### src/rtl/pipeline_ctrl_pkg.sv
// ---------------------------------------------------------------------------
// pipeline_ctrl_pkg
//   Shared types and constants for the pipeline control block.
//   - state_e        : control FSM states (RUN, DIV, FLUSH)
//   - DIV_CYCLES_DEF : default number of cycles the iterative divider holds EX
//   - CNT_W_DEF      : divide counter width for the default cycle count
//   - cnt_width()    : counter width for an arbitrary cycle count (min 1 bit)
//   - ctrl_out_t     : bundle of every control output, driven as one unit
// ---------------------------------------------------------------------------
package pipeline_ctrl_pkg;

  typedef enum logic [1:0] {
    ST_RUN   = 2'd0,
    ST_DIV   = 2'd1,
    ST_FLUSH = 2'd2
  } state_e;

  localparam int DIV_CYCLES_DEF = 32;

  // A single-cycle divider still needs a 1-bit counter to hold the value 0.
  function automatic int cnt_width(input int cycles);
    return (cycles > 1) ? $clog2(cycles) : 1;
  endfunction

  localparam int CNT_W_DEF = cnt_width(DIV_CYCLES_DEF);

  typedef struct packed {
    logic stall_if;
    logic stall_id;
    logic stall_ex;
    logic flush_id;
    logic flush_ex;
    logic flush_mem;
    logic flush_wb;
    logic div_run;
    logic div_done;
    logic exc_redirect;
  } ctrl_out_t;

endpackage

### src/rtl/hazard_detect.sv
// ---------------------------------------------------------------------------
// hazard_detect
//   Purely combinational detection of the two hazards that need a stall.
//   Ports:
//     id_rs_i, id_rt_i  : source registers of the ID instruction
//     id_branch_i       : ID instruction reads registers in ID (branch/jr/jalr)
//     ex_rmem_i         : EX instruction is a load
//     ex_waddr_i        : EX destination register
//     mem_rmem_i        : MEM instruction is a load
//     mem_waddr_i       : MEM destination register
//     load_use_o        : load in EX feeds the ID instruction
//     branch_o          : load in MEM feeds a branch resolved in ID
// ---------------------------------------------------------------------------
module hazard_detect (
  input  logic [4:0] id_rs_i,
  input  logic [4:0] id_rt_i,
  input  logic       id_branch_i,
  input  logic       ex_rmem_i,
  input  logic [4:0] ex_waddr_i,
  input  logic       mem_rmem_i,
  input  logic [4:0] mem_waddr_i,
  output logic       load_use_o,
  output logic       branch_o
);

  logic [4:0] src [2];
  logic [1:0] ex_hit;
  logic [1:0] mem_hit;

  assign src[0] = id_rs_i;
  assign src[1] = id_rt_i;

  genvar gi;
  generate
    for (gi = 0; gi < 2; gi++) begin : g_src
      assign ex_hit[gi]  = (src[gi] == ex_waddr_i);
      assign mem_hit[gi] = (src[gi] == mem_waddr_i);
    end
  endgenerate

  // $zero is hard-wired, so a "write" to it never creates a dependency.
  assign load_use_o = ex_rmem_i && (ex_waddr_i != 5'd0) && (|ex_hit);
  assign branch_o   = id_branch_i && mem_rmem_i && (mem_waddr_i != 5'd0) && (|mem_hit);

endmodule

### src/rtl/pipeline_ctrl.sv
// ---------------------------------------------------------------------------
// pipeline_ctrl
//   Stall/flush controller for a 5-stage pipeline with an iterative divider.
//   Priority: exception/eret > divide > load-use/branch hazard > nothing.
//   Parameter:
//     DIV_CYCLES     : cycles the divider occupies EX
//   Ports:
//     clk_i, rst_i   : clock, asynchronous active-low reset
//     id_*/ex_*/mem_*: hazard inputs (see hazard_detect)
//     ex_div_i       : EX instruction is div/divu
//     exc_valid_i    : MEM stage reports an exception or eret
//     stall_*_o      : hold PC, IF/ID, ID/EX
//     flush_*_o      : bubble into IF/ID, ID/EX, EX/MEM, MEM/WB
//     div_run_o      : divider enable
//     div_done_o     : pulse on the divider's last cycle (HI/LO write)
//     exc_redirect_o : PC takes the exception/eret vector
//   All outputs are combinational from state, counter and current inputs.
// ---------------------------------------------------------------------------
module pipeline_ctrl
  import pipeline_ctrl_pkg::*;
#(
  parameter int DIV_CYCLES = DIV_CYCLES_DEF
) (
  input  logic       clk_i,
  input  logic       rst_i,
  input  logic [4:0] id_rs_i,
  input  logic [4:0] id_rt_i,
  input  logic       id_branch_i,
  input  logic       ex_rmem_i,
  input  logic [4:0] ex_waddr_i,
  input  logic       mem_rmem_i,
  input  logic [4:0] mem_waddr_i,
  input  logic       ex_div_i,
  input  logic       exc_valid_i,
  output logic       stall_if_o,
  output logic       stall_id_o,
  output logic       stall_ex_o,
  output logic       flush_id_o,
  output logic       flush_ex_o,
  output logic       flush_mem_o,
  output logic       flush_wb_o,
  output logic       div_run_o,
  output logic       div_done_o,
  output logic       exc_redirect_o
);

  localparam int             CNT_W    = cnt_width(DIV_CYCLES);
  localparam logic [CNT_W-1:0] CNT_LAST = CNT_W'(DIV_CYCLES - 1);

  state_e           state_reg, state_next;
  logic [CNT_W-1:0] cnt_reg, cnt_next;
  ctrl_out_t        ctrl;
  logic             load_use;
  logic             branch_haz;

  hazard_detect u_hazard_detect (
    .id_rs_i     (id_rs_i),
    .id_rt_i     (id_rt_i),
    .id_branch_i (id_branch_i),
    .ex_rmem_i   (ex_rmem_i),
    .ex_waddr_i  (ex_waddr_i),
    .mem_rmem_i  (mem_rmem_i),
    .mem_waddr_i (mem_waddr_i),
    .load_use_o  (load_use),
    .branch_o    (branch_haz)
  );

  always_ff @(posedge clk_i or negedge rst_i) begin
    if (!rst_i) begin
      state_reg <= ST_RUN;
      cnt_reg   <= '0;
    end else begin
      state_reg <= state_next;
      cnt_reg   <= cnt_next;
    end
  end

  always_comb begin
    ctrl       = '0;
    state_next = state_reg;
    cnt_next   = cnt_reg;

    if (exc_valid_i) begin
      // Kill everything younger than the faulting instruction, including an
      // in-flight divide; the divider result is simply never written.
      ctrl.flush_id     = 1'b1;
      ctrl.flush_ex     = 1'b1;
      ctrl.flush_mem    = 1'b1;
      ctrl.flush_wb     = 1'b1;
      ctrl.exc_redirect = 1'b1;
      state_next        = ST_FLUSH;
      cnt_next          = '0;
    end else begin
      case (state_reg)
        ST_RUN: begin
          if (ex_div_i) begin
            // Entry cycle behaves like a DIV busy cycle.
            ctrl.stall_if  = 1'b1;
            ctrl.stall_id  = 1'b1;
            ctrl.stall_ex  = 1'b1;
            ctrl.flush_mem = 1'b1;
            ctrl.div_run   = 1'b1;
            state_next     = ST_DIV;
            cnt_next       = '0;
          end else if (load_use || branch_haz) begin
            ctrl.stall_if = 1'b1;
            ctrl.stall_id = 1'b1;
            ctrl.flush_ex = 1'b1;
          end
        end

        ST_DIV: begin
          ctrl.div_run = 1'b1;
          if (cnt_reg == CNT_LAST) begin
            // Last iteration: release the pipe so the div moves on to MEM.
            ctrl.div_done = 1'b1;
            state_next    = ST_RUN;
            cnt_next      = '0;
          end else begin
            ctrl.stall_if  = 1'b1;
            ctrl.stall_id  = 1'b1;
            ctrl.stall_ex  = 1'b1;
            ctrl.flush_mem = 1'b1;
            cnt_next       = cnt_reg + CNT_W'(1);
          end
        end

        ST_FLUSH: begin
          // The IF/ID register still holds a fetch from the old path.
          ctrl.flush_id = 1'b1;
          state_next    = ST_RUN;
        end

        default: begin
          state_next = ST_RUN;
          cnt_next   = '0;
        end
      endcase
    end
  end

  assign stall_if_o     = ctrl.stall_if;
  assign stall_id_o     = ctrl.stall_id;
  assign stall_ex_o     = ctrl.stall_ex;
  assign flush_id_o     = ctrl.flush_id;
  assign flush_ex_o     = ctrl.flush_ex;
  assign flush_mem_o    = ctrl.flush_mem;
  assign flush_wb_o     = ctrl.flush_wb;
  assign div_run_o      = ctrl.div_run;
  assign div_done_o     = ctrl.div_done;
  assign exc_redirect_o = ctrl.exc_redirect;

endmodule

### config.mk
export PLATFORM = sky130hd
export DESIGN_NAME = pipeline_ctrl
export DESIGN_NICKNAME = d
export VERILOG_FILES = /design/src/rtl/pipeline_ctrl_pkg.sv /design/src/rtl/hazard_detect.sv /design/src/rtl/pipeline_ctrl.sv
export SDC_FILE = /design/constraint.sdc
export NUM_CORES = 1
export LEC_CHECK = 0
export BUFFER_PORTS_ARGS = -buffer_cell sky130_fd_sc_hd__buf_4
export CAP_MARGIN = 10
export CORE_UTILIZATION = 46
export CTS_BUF_LIST = sky130_fd_sc_hd__clkbuf_8
export DETAILED_ROUTE_END_ITERATION = 8
export GPL_TIMING_DRIVEN = 0
export PLACE_DENSITY = 0.81
export SYNTH_ARGS = -nofsm -noshare
export SYNTH_HDL_FRONTEND = slang
export SYNTH_SLANG_ARGS = --single-unit
### constraint.sdc
create_clock -name clk_i -period 2 [get_ports clk_i]
set_input_delay 0.2 -clock clk_i [delete_from_list [all_inputs] [get_ports clk_i]]
set_output_delay 0.2 -clock clk_i [all_outputs]
set_load 0.005 [all_outputs]
==> run_summary.xml, run 1 <==
<?xml version="1.0" encoding="UTF-8"?>
<metrics>
  <group name="status">
    <metric name="run_status" unit="">finished, final reports clean</metric>
  </group>
  <group name="timing">
    <metric name="setup_total_negative_slack" unit="ns">0</metric>
    <metric name="fmax" unit="MHz">521</metric>
    <metric name="timing_worst_slew_pin_value" unit="ns">0.386</metric>
    <metric name="finalCritPeriodShare" unit="%">96.0</metric>
    <metric name="post-route-min-period" unit="ns">1.92</metric>
    <metric name="max_transition_viols_final" unit="">0</metric>
    <metric name="finalHoldViolations" unit="">0</metric>
    <metric name="setup_repair_after_global_routing_missed_its_margin" unit="">no</metric>
    <metric name="max-slew-margin-rel" unit="%">74.3</metric>
    <metric name="smallest_setup_slack_after_layout" unit="ns">0.0805</metric>
    <metric name="setup_viol_count_final" unit="">0</metric>
    <metric name="timing.clock.skew" unit="ns">0.00291</metric>
  </group>
  <group name="finish">
    <metric name="stdcell_count" unit="">144</metric>
    <metric name="largest_reg_flops" unit="">5</metric>
    <metric name="finish.net_count" unit="">159</metric>
    <metric name="final_design_area_no_fill" unit="um^2">1110</metric>
    <metric name="drive_gt1_share" unit="%">43.4</metric>
    <metric name="layout.cells.most_common_list" unit="">44 x buf_4, 20 x xor2_1, 9 x nor3_1, 9 x nor2_1, 7 x dfrtp_1</metric>
    <metric name="layout_commonest_cell" unit="">buf_4</metric>
    <metric name="fillers" unit="">90</metric>
    <metric name="syn_to_final_growth" unit="%">60.5</metric>
    <metric name="antenna_cells_inserted" unit="">0</metric>
  </group>
  <group name="clock_network">
    <metric name="tritoncts" unit="">built</metric>
    <metric name="insertion_delay_of_the_later_clocked_pin_in_the_worst_skew_pair" unit="ns">0.23</metric>
    <metric name="htree_num_levels" unit="">1</metric>
    <metric name="clock-root-buffer" unit="">clkbuf_8</metric>
    <metric name="cts_buffers" unit="">3</metric>
    <metric name="clock_tree.buffer_depth" unit="">2</metric>
    <metric name="clk_pin_slew_worst_paths" unit="ns">0.04</metric>
    <metric name="cts.sinks" unit="">7</metric>
  </group>
  <group name="place">
    <metric name="dp_hpwl" unit="um">1460</metric>
    <metric name="numPlacedInstances" unit="">134</metric>
    <metric name="post-place-ws" unit="ns">0.0363</metric>
    <metric name="portBuffers" unit="">36</metric>
    <metric name="detailed_place.area" unit="um^2">982</metric>
    <metric name="rd_place_congestion" unit="">0.840</metric>
  </group>
  <group name="detailed_routing">
    <metric name="ant_nets" unit="">0</metric>
    <metric name="vias" unit="">787</metric>
    <metric name="first_pass_iters" unit="">4</metric>
    <metric name="vias_per_std_cell" unit="">5.47</metric>
    <metric name="route.final.wire_length" unit="um">2150</metric>
    <metric name="route.detailed.drc" unit="">0</metric>
    <metric name="wl_per_cell" unit="um">14.9</metric>
    <metric name="detailedRoute.firstIterationViolations" unit="">16</metric>
  </group>
  <group name="global_routing">
    <metric name="total_congestion_overflow_after_global_routing" unit="">0</metric>
    <metric name="grt_start_max_net_pins" unit="">11</metric>
    <metric name="vias_in_the_first_global_route" unit="">702</metric>
    <metric name="grt.total_usage" unit="%">29.1</metric>
    <metric name="grt_antenna_before_repair" unit="">0</metric>
    <metric name="first_pass_grt_wire_length" unit="um">3040</metric>
  </group>
  <group name="pwr">
    <metric name="report.power.total" unit="W">0.000510</metric>
    <metric name="power_density" unit="nW/um^2">459</metric>
    <metric name="p_leak" unit="nW">0.538</metric>
    <metric name="irDropWorstVdd" unit="V">0.000342</metric>
  </group>
  <group name="critical_path">
    <metric name="critPathSlowestCell" unit="">dfrtp_1</metric>
    <metric name="crit_path_cell_trace" unit="">ha_2 &gt; and3_4 &gt; ha_4 &gt; inv_2 &gt; mux2i_4 &gt; buf_4 &gt; o21bai_1 &gt; buf_4</metric>
    <metric name="cp-startpoint" unit="">cnt_reg[1]</metric>
    <metric name="critical_path.most_common_cell" unit="">buf_4</metric>
    <metric name="crit_path_max_fanout" unit="">2</metric>
    <metric name="rrSetupSlack" unit="ns">0.18</metric>
    <metric name="critPathMaxStageDelay" unit="ns">0.38</metric>
    <metric name="critPathCaptureType" unit="">primary output</metric>
    <metric name="timing.rr.end" unit="">cnt_reg[3]</metric>
    <metric name="worst_r2r_startpoint" unit="">cnt_reg[1]</metric>
    <metric name="worst_ep_required_time" unit="ns">1.80</metric>
    <metric name="critPathKind" unit="">reg2out</metric>
    <metric name="cp-start-kind" unit="">register</metric>
    <metric name="reg2regPathDepth" unit="">8</metric>
    <metric name="arrival_time_worst_endpoint" unit="ns">1.72</metric>
  </group>
  <group name="floorplan">
    <metric name="floorplan.die.width" unit="um">40.8</metric>
    <metric name="chipHeight" unit="um">40.8</metric>
    <metric name="floorplan.die_area" unit="um^2">1670</metric>
    <metric name="core.rowCount" unit="">13</metric>
    <metric name="i_o_pins" unit="">37</metric>
    <metric name="fp.coreArea" unit="um^2">1350</metric>
    <metric name="initial_utilization" unit="%">51.3</metric>
  </group>
  <group name="yosys">
    <metric name="flop_and_latch_count_out_of_synthesis" unit="">7</metric>
    <metric name="synth_seq_area_share" unit="%">25.3</metric>
    <metric name="syn-cell-area" unit="um^2">693</metric>
    <metric name="yosys_warnings" unit="">0</metric>
    <metric name="synthCells" unit="">83</metric>
    <metric name="synthesis.nets" unit="">112</metric>
    <metric name="synth_cell_types" unit="">26</metric>
    <metric name="postSynthAreaPerCell" unit="um^2">8.35</metric>
  </group>
  <group name="min_path">
    <metric name="timing.hold.worst.start" unit="">exc_valid_i</metric>
    <metric name="worst_hold_path_endpoint" unit="">state_reg[1]</metric>
    <metric name="timing.hold.worst.class" unit="">in2reg</metric>
    <metric name="timing.hold.worst_path_depth" unit="">2</metric>
  </group>
  <group name="run">
    <metric name="timing.max_cap.violations" unit="">0</metric>
  </group>
</metrics>
[per-stage QoR]
stage               utilization (%)  hold slack, ns
floorplan                         -         -0.0956
detailed placement             72.8          0.0166
CTS                            81.7           0.220
global route                   82.4           0.257
global placement               72.8          0.0132
finish                         82.4           0.225
[routing by layer]
layer / track usage [%] / up-vias / part of all wire (%)
li1: - / 384 / -
met1: 33.8 / 354 / 44
met2: 44.9 / 36 / 46
met3: 9.78 / 13 / 5.5
met4: 19.2 / 0 / 4.6
met5: 0 / - / 0
[repair_timing]
item	CTS	global route
hold endpoints to repair	7	0
gates resized for setup	7	1
hold buffers	1	0
pin swaps	3	0
setup buffers	6	0
setup endpoints to repair	3	3
[critical path: cells and delay by family (launching register included)]
kind / cells / cell delay [ns]
fa+ha+maj: 2 / 0.35
simple gates: 1 / 0.18
buf+inv: 3 / 0.36
compound gates: 1 / 0.15
flops: 1 / 0.38
mux: 1 / 0.07
[cells by family after synthesis]
group	after synthesis	share of synthesized area (%)
AND/OR/NAND/NOR	29	21.8
XOR/XNOR	20	25.3
AO/OA/AOI/OAI	17	17.1
buffers and inverters	7	5.42
flip-flops	7	25.3
adder cells (fa/ha/maj)	2	3.61
multiplexers	1	1.44
[cells in the mapped netlist]
master,count,area (um^2)
and3_1,1,6.26
o31ai_1,1,7.51
nor3_1,10,50.1
or4_4,1,11.3
or3_1,1,6.26
or4_1,1,7.51
clkbuf_1,2,7.51
a22oi_1,4,30.0
a21oi_1,2,10.0
xor2_1,20,175
a21o_2,1,8.76
nor2_1,9,33.8
inv_1,2,7.51
nor2b_1,3,18.8
buf_4,3,22.5
o22ai_1,1,6.26
o21bai_1,2,15.0
a31o_1,1,8.76
nand2b_1,2,12.5
o21ai_1,1,5.00
o211ai_2,1,12.5
mux2i_1,1,10.0
dfrtp_1,7,175
nand3_1,1,5.00
ha_1,2,25.0
o21ai_0,3,15.0
[worst max-delay path by stage]
| stage | end | slack, ns | cells after the start |
|---|---|---|---|
| after floorplan | stall_if_o | 0.20 | 8 |
| after global placement | stall_if_o | 0.07 | 9 |
| after detailed placement | stall_if_o | 0.04 | 9 |
| after CTS | stall_if_o | 0.1 | 8 |
| after global routing | flush_mem_o | 0.02 | 8 |
| final | flush_mem_o | 0.08 | 8 |
[report_power, final]
group          switching [W]  total [W]  internal (W)
Combinational      0.0000726   0.000160     0.0000872
Clock              0.0000673   0.000200      0.000133
Sequential        0.00000516   0.000150      0.000145
Total               0.000145   0.000510      0.000365
[cell type report]
cell class	instances	area [um^2]	share of cell area, %
buffer	4	22.5	2.02
multi-input combinational	69	518	46.6
sequential	7	175	15.7
tap	15	18.8	1.69
inverter	2	7.51	0.675
timing repair buffer	43	325	29.2
clock buffer	3	41.3	3.71
clock inverter	1	3.75	0.337
(Power assumes the default switching activity.)
==> inputs of run 2 (changes only) <==
CORE_UTILIZATION = 49   (was 46)
HOLD_SLACK_MARGIN = 0.05   (was default)
PLACE_DENSITY = 0.85   (was 0.81)
clock period = 2.5 ns   (was 2 ns; I/O delays follow)
==> run 2 against run 1 <==
Critical path depth up 1. First-iteration DRC count down 19%. Via count down 1.9%. Register-to-register slack better by 0.43 ns. Combinational power down 26%. Final cell count down 3.5%. Hold slack better by 0.071 ns. Clock skew about the same. Flip-flop and latch count unchanged. Sequential power down 20%. Global-route usage down 2.2 points. Critical endpoint is now stall_if_o. Largest cell class unchanged.
==> run_summary.xml, run 2 (synthesis results as in run 1) <==
<?xml version="1.0" encoding="UTF-8"?>
<metrics>
  <group name="status">
    <metric name="run_status" unit="">finished, final reports clean</metric>
  </group>
  <group name="critical_path">
    <metric name="worst_r2r_startpoint" unit="">cnt_reg[0]</metric>
    <metric name="cp-start-kind" unit="">register</metric>
    <metric name="arrival_time_worst_endpoint" unit="ns">2.08</metric>
    <metric name="crit_path_max_fanout" unit="">4</metric>
    <metric name="reg2regPathDepth" unit="">5</metric>
    <metric name="rrSetupSlack" unit="ns">0.61</metric>
    <metric name="timing.rr.end" unit="">cnt_reg[3]</metric>
    <metric name="critPathKind" unit="">reg2out</metric>
    <metric name="worst_ep_required_time" unit="ns">2.25</metric>
    <metric name="critPathMaxStageDelay" unit="ns">0.38</metric>
    <metric name="crit_path_cell_trace" unit="">ha_1 &gt; and3_1 &gt; ha_1 &gt; inv_1 &gt; mux2i_1 &gt; nor3_1 &gt; a21o_2 &gt; buf_4 &gt; buf_4</metric>
    <metric name="critPathSlowestCell" unit="">dfrtp_1</metric>
    <metric name="critPathCaptureType" unit="">primary output</metric>
  </group>
  <group name="detailed_routing">
    <metric name="route.detailed.drc" unit="">0</metric>
    <metric name="route.final.wire_length" unit="um">1940</metric>
    <metric name="first_pass_iters" unit="">4</metric>
    <metric name="vias" unit="">772</metric>
    <metric name="vias_per_std_cell" unit="">5.55</metric>
    <metric name="detailedRoute.firstIterationViolations" unit="">13</metric>
    <metric name="ant_nets" unit="">0</metric>
    <metric name="wl_per_cell" unit="um">13.9</metric>
  </group>
  <group name="min_path">
    <metric name="timing.hold.worst.class" unit="">in2reg</metric>
    <metric name="worst_hold_path_endpoint" unit="">state_reg[1]</metric>
    <metric name="timing.hold.worst.start" unit="">exc_valid_i</metric>
    <metric name="timing.hold.worst_path_depth" unit="">2</metric>
  </group>
  <group name="finish">
    <metric name="layout_commonest_cell" unit="">buf_4</metric>
    <metric name="syn_to_final_growth" unit="%">49.6</metric>
    <metric name="drive_gt1_share" unit="%">36.3</metric>
    <metric name="register_area" unit="um^2">175</metric>
    <metric name="fillers" unit="">94</metric>
    <metric name="layout.cells.most_common_list" unit="">39 x buf_4, 20 x xor2_1, 10 x nor3_1, 9 x nor2_1, 7 x dfrtp_1</metric>
    <metric name="antenna_cells_inserted" unit="">0</metric>
    <metric name="finish.net_count" unit="">154</metric>
    <metric name="final_util" unit="%">79.7</metric>
    <metric name="multi_input_comb_area" unit="um^2">480</metric>
    <metric name="largest_reg_flops" unit="">5</metric>
  </group>
  <group name="timing">
    <metric name="setup_repair_after_global_routing_missed_its_margin" unit="">no</metric>
    <metric name="setup_total_negative_slack" unit="ns">0</metric>
    <metric name="timing.clock.skew" unit="ns">0.00307</metric>
    <metric name="smallest_setup_slack_after_layout" unit="ns">0.171</metric>
    <metric name="max_transition_viols_final" unit="">0</metric>
    <metric name="finalCritPeriodShare" unit="%">93.2</metric>
    <metric name="max-slew-margin-rel" unit="%">72.2</metric>
    <metric name="finalHoldViolations" unit="">0</metric>
    <metric name="post-route-min-period" unit="ns">2.33</metric>
    <metric name="fmax" unit="MHz">429</metric>
    <metric name="setup_viol_count_final" unit="">0</metric>
    <metric name="timing_worst_slew_pin_value" unit="ns">0.417</metric>
  </group>
  <group name="floorplan">
    <metric name="fp.coreArea" unit="um^2">1300</metric>
    <metric name="i_o_pins" unit="">37</metric>
    <metric name="chipHeight" unit="um">39.6</metric>
    <metric name="floorplan.die_area" unit="um^2">1570</metric>
    <metric name="initial_utilization" unit="%">53.3</metric>
    <metric name="floorplan.die.width" unit="um">39.6</metric>
    <metric name="core.rowCount" unit="">13</metric>
  </group>
  <group name="pwr">
    <metric name="irDropWorstVdd" unit="V">0.000287</metric>
    <metric name="power_density" unit="nW/um^2">381</metric>
    <metric name="p_leak" unit="nW">0.516</metric>
  </group>
  <group name="global_routing">
    <metric name="grt.total_usage" unit="%">26.9</metric>
    <metric name="grt_antenna_before_repair" unit="">0</metric>
    <metric name="first_pass_grt_wire_length" unit="um">2800</metric>
    <metric name="vias_in_the_first_global_route" unit="">683</metric>
    <metric name="grt_start_max_net_pins" unit="">11</metric>
    <metric name="total_congestion_overflow_after_global_routing" unit="">0</metric>
  </group>
  <group name="clock_network">
    <metric name="clock_tree.buffer_depth" unit="">2</metric>
    <metric name="cts_setup_buffers" unit="">0</metric>
    <metric name="htree_num_levels" unit="">1</metric>
    <metric name="insertion_delay_of_the_later_clocked_pin_in_the_worst_skew_pair" unit="ns">0.23</metric>
    <metric name="cts.sinks" unit="">7</metric>
    <metric name="post_cts_resized" unit="">0</metric>
    <metric name="clk_pin_slew_worst_paths" unit="ns">0.04</metric>
    <metric name="holdBufCountCts" unit="">1</metric>
    <metric name="cts_buffers" unit="">3</metric>
    <metric name="tritoncts" unit="">built</metric>
    <metric name="clock-root-buffer" unit="">clkbuf_8</metric>
  </group>
  <group name="place">
    <metric name="portBuffers" unit="">36</metric>
    <metric name="post-place-ws" unit="ns">0.482</metric>
    <metric name="rd_place_congestion" unit="">0.853</metric>
    <metric name="dp_hpwl" unit="um">1600</metric>
  </group>
  <group name="run">
    <metric name="timing.max_cap.violations" unit="">0</metric>
  </group>
</metrics>
run 2: through the flow:
stage | instance area (um^2) | instances | hold slack, ns | power (W)
floorplan | 693 | 83 | -0.0456 | 0.000170
global placement | 982 | 134 | 0.0658 | 0.000235
detailed placement | 982 | 134 | 0.0671 | 0.000238
CTS | 1040 | 139 | 0.298 | 0.000395
global route | 1040 | 139 | 0.293 | 0.000416
finish | 1040 | 139 | 0.296 | 0.000396
run 2: area by class of cell:
| cell class | count | area share, % |
|---|---|---|
| flip-flops and latches | 7 | 16.9 |
| inverters | 2 | 0.724 |
| repair buffers | 37 | 27.0 |
| clock buffers | 3 | 3.98 |
| multi-input cells | 69 | 46.3 |
| well taps | 15 | 1.81 |
| plain buffers | 5 | 2.90 |
| clock inverters | 1 | 0.362 |
run 2: how the worst max path moves through the flow:
stage | startpoint | endpoint | slack (ns) | depth (start not counted)
finish | cnt_reg[0] | stall_if_o | 0.17 | 9
global route | cnt_reg[0] | stall_if_o | 0.06 | 9
CTS | cnt_reg[0] | stall_if_o | 0.23 | 9
detailed placement | cnt_reg[0] | stall_if_o | 0.48 | 9
global placement | cnt_reg[0] | stall_if_o | 0.52 | 9
floorplan | cnt_reg[0] | stall_if_o | 0.65 | 8
run 2: worst max-delay path: cells and delay by family, from the launching register on:
kind / cells / cell delay (ns)
flip-flops: 1 / 0.38
AO/OA/AOI/OAI: 1 / 0.20
adder cells (fa/ha/maj): 2 / 0.40
multiplexers: 1 / 0.25
AND/OR/NAND/NOR: 2 / 0.30
buffers and inverters: 3 / 0.31
run 2: power breakdown:
group | internal, W | total [W] | leakage, nW | switching (W)
logic | 0.0000662 | 0.000119 | 0.395 | 0.0000533
registers | 0.000116 | 0.000120 | 0.0947 | 0.00000390
clock network | 0.000106 | 0.000156 | 0.0269 | 0.0000501
run 2: metal layers:
metal,vias up,track usage [%],part of all wire [%]
li1,371,-,-
met1,356,26.8,37
met2,41,53.7,55
met3,4,6.25,7.3
met4,0,6.90,0.88
met5,-,0,0
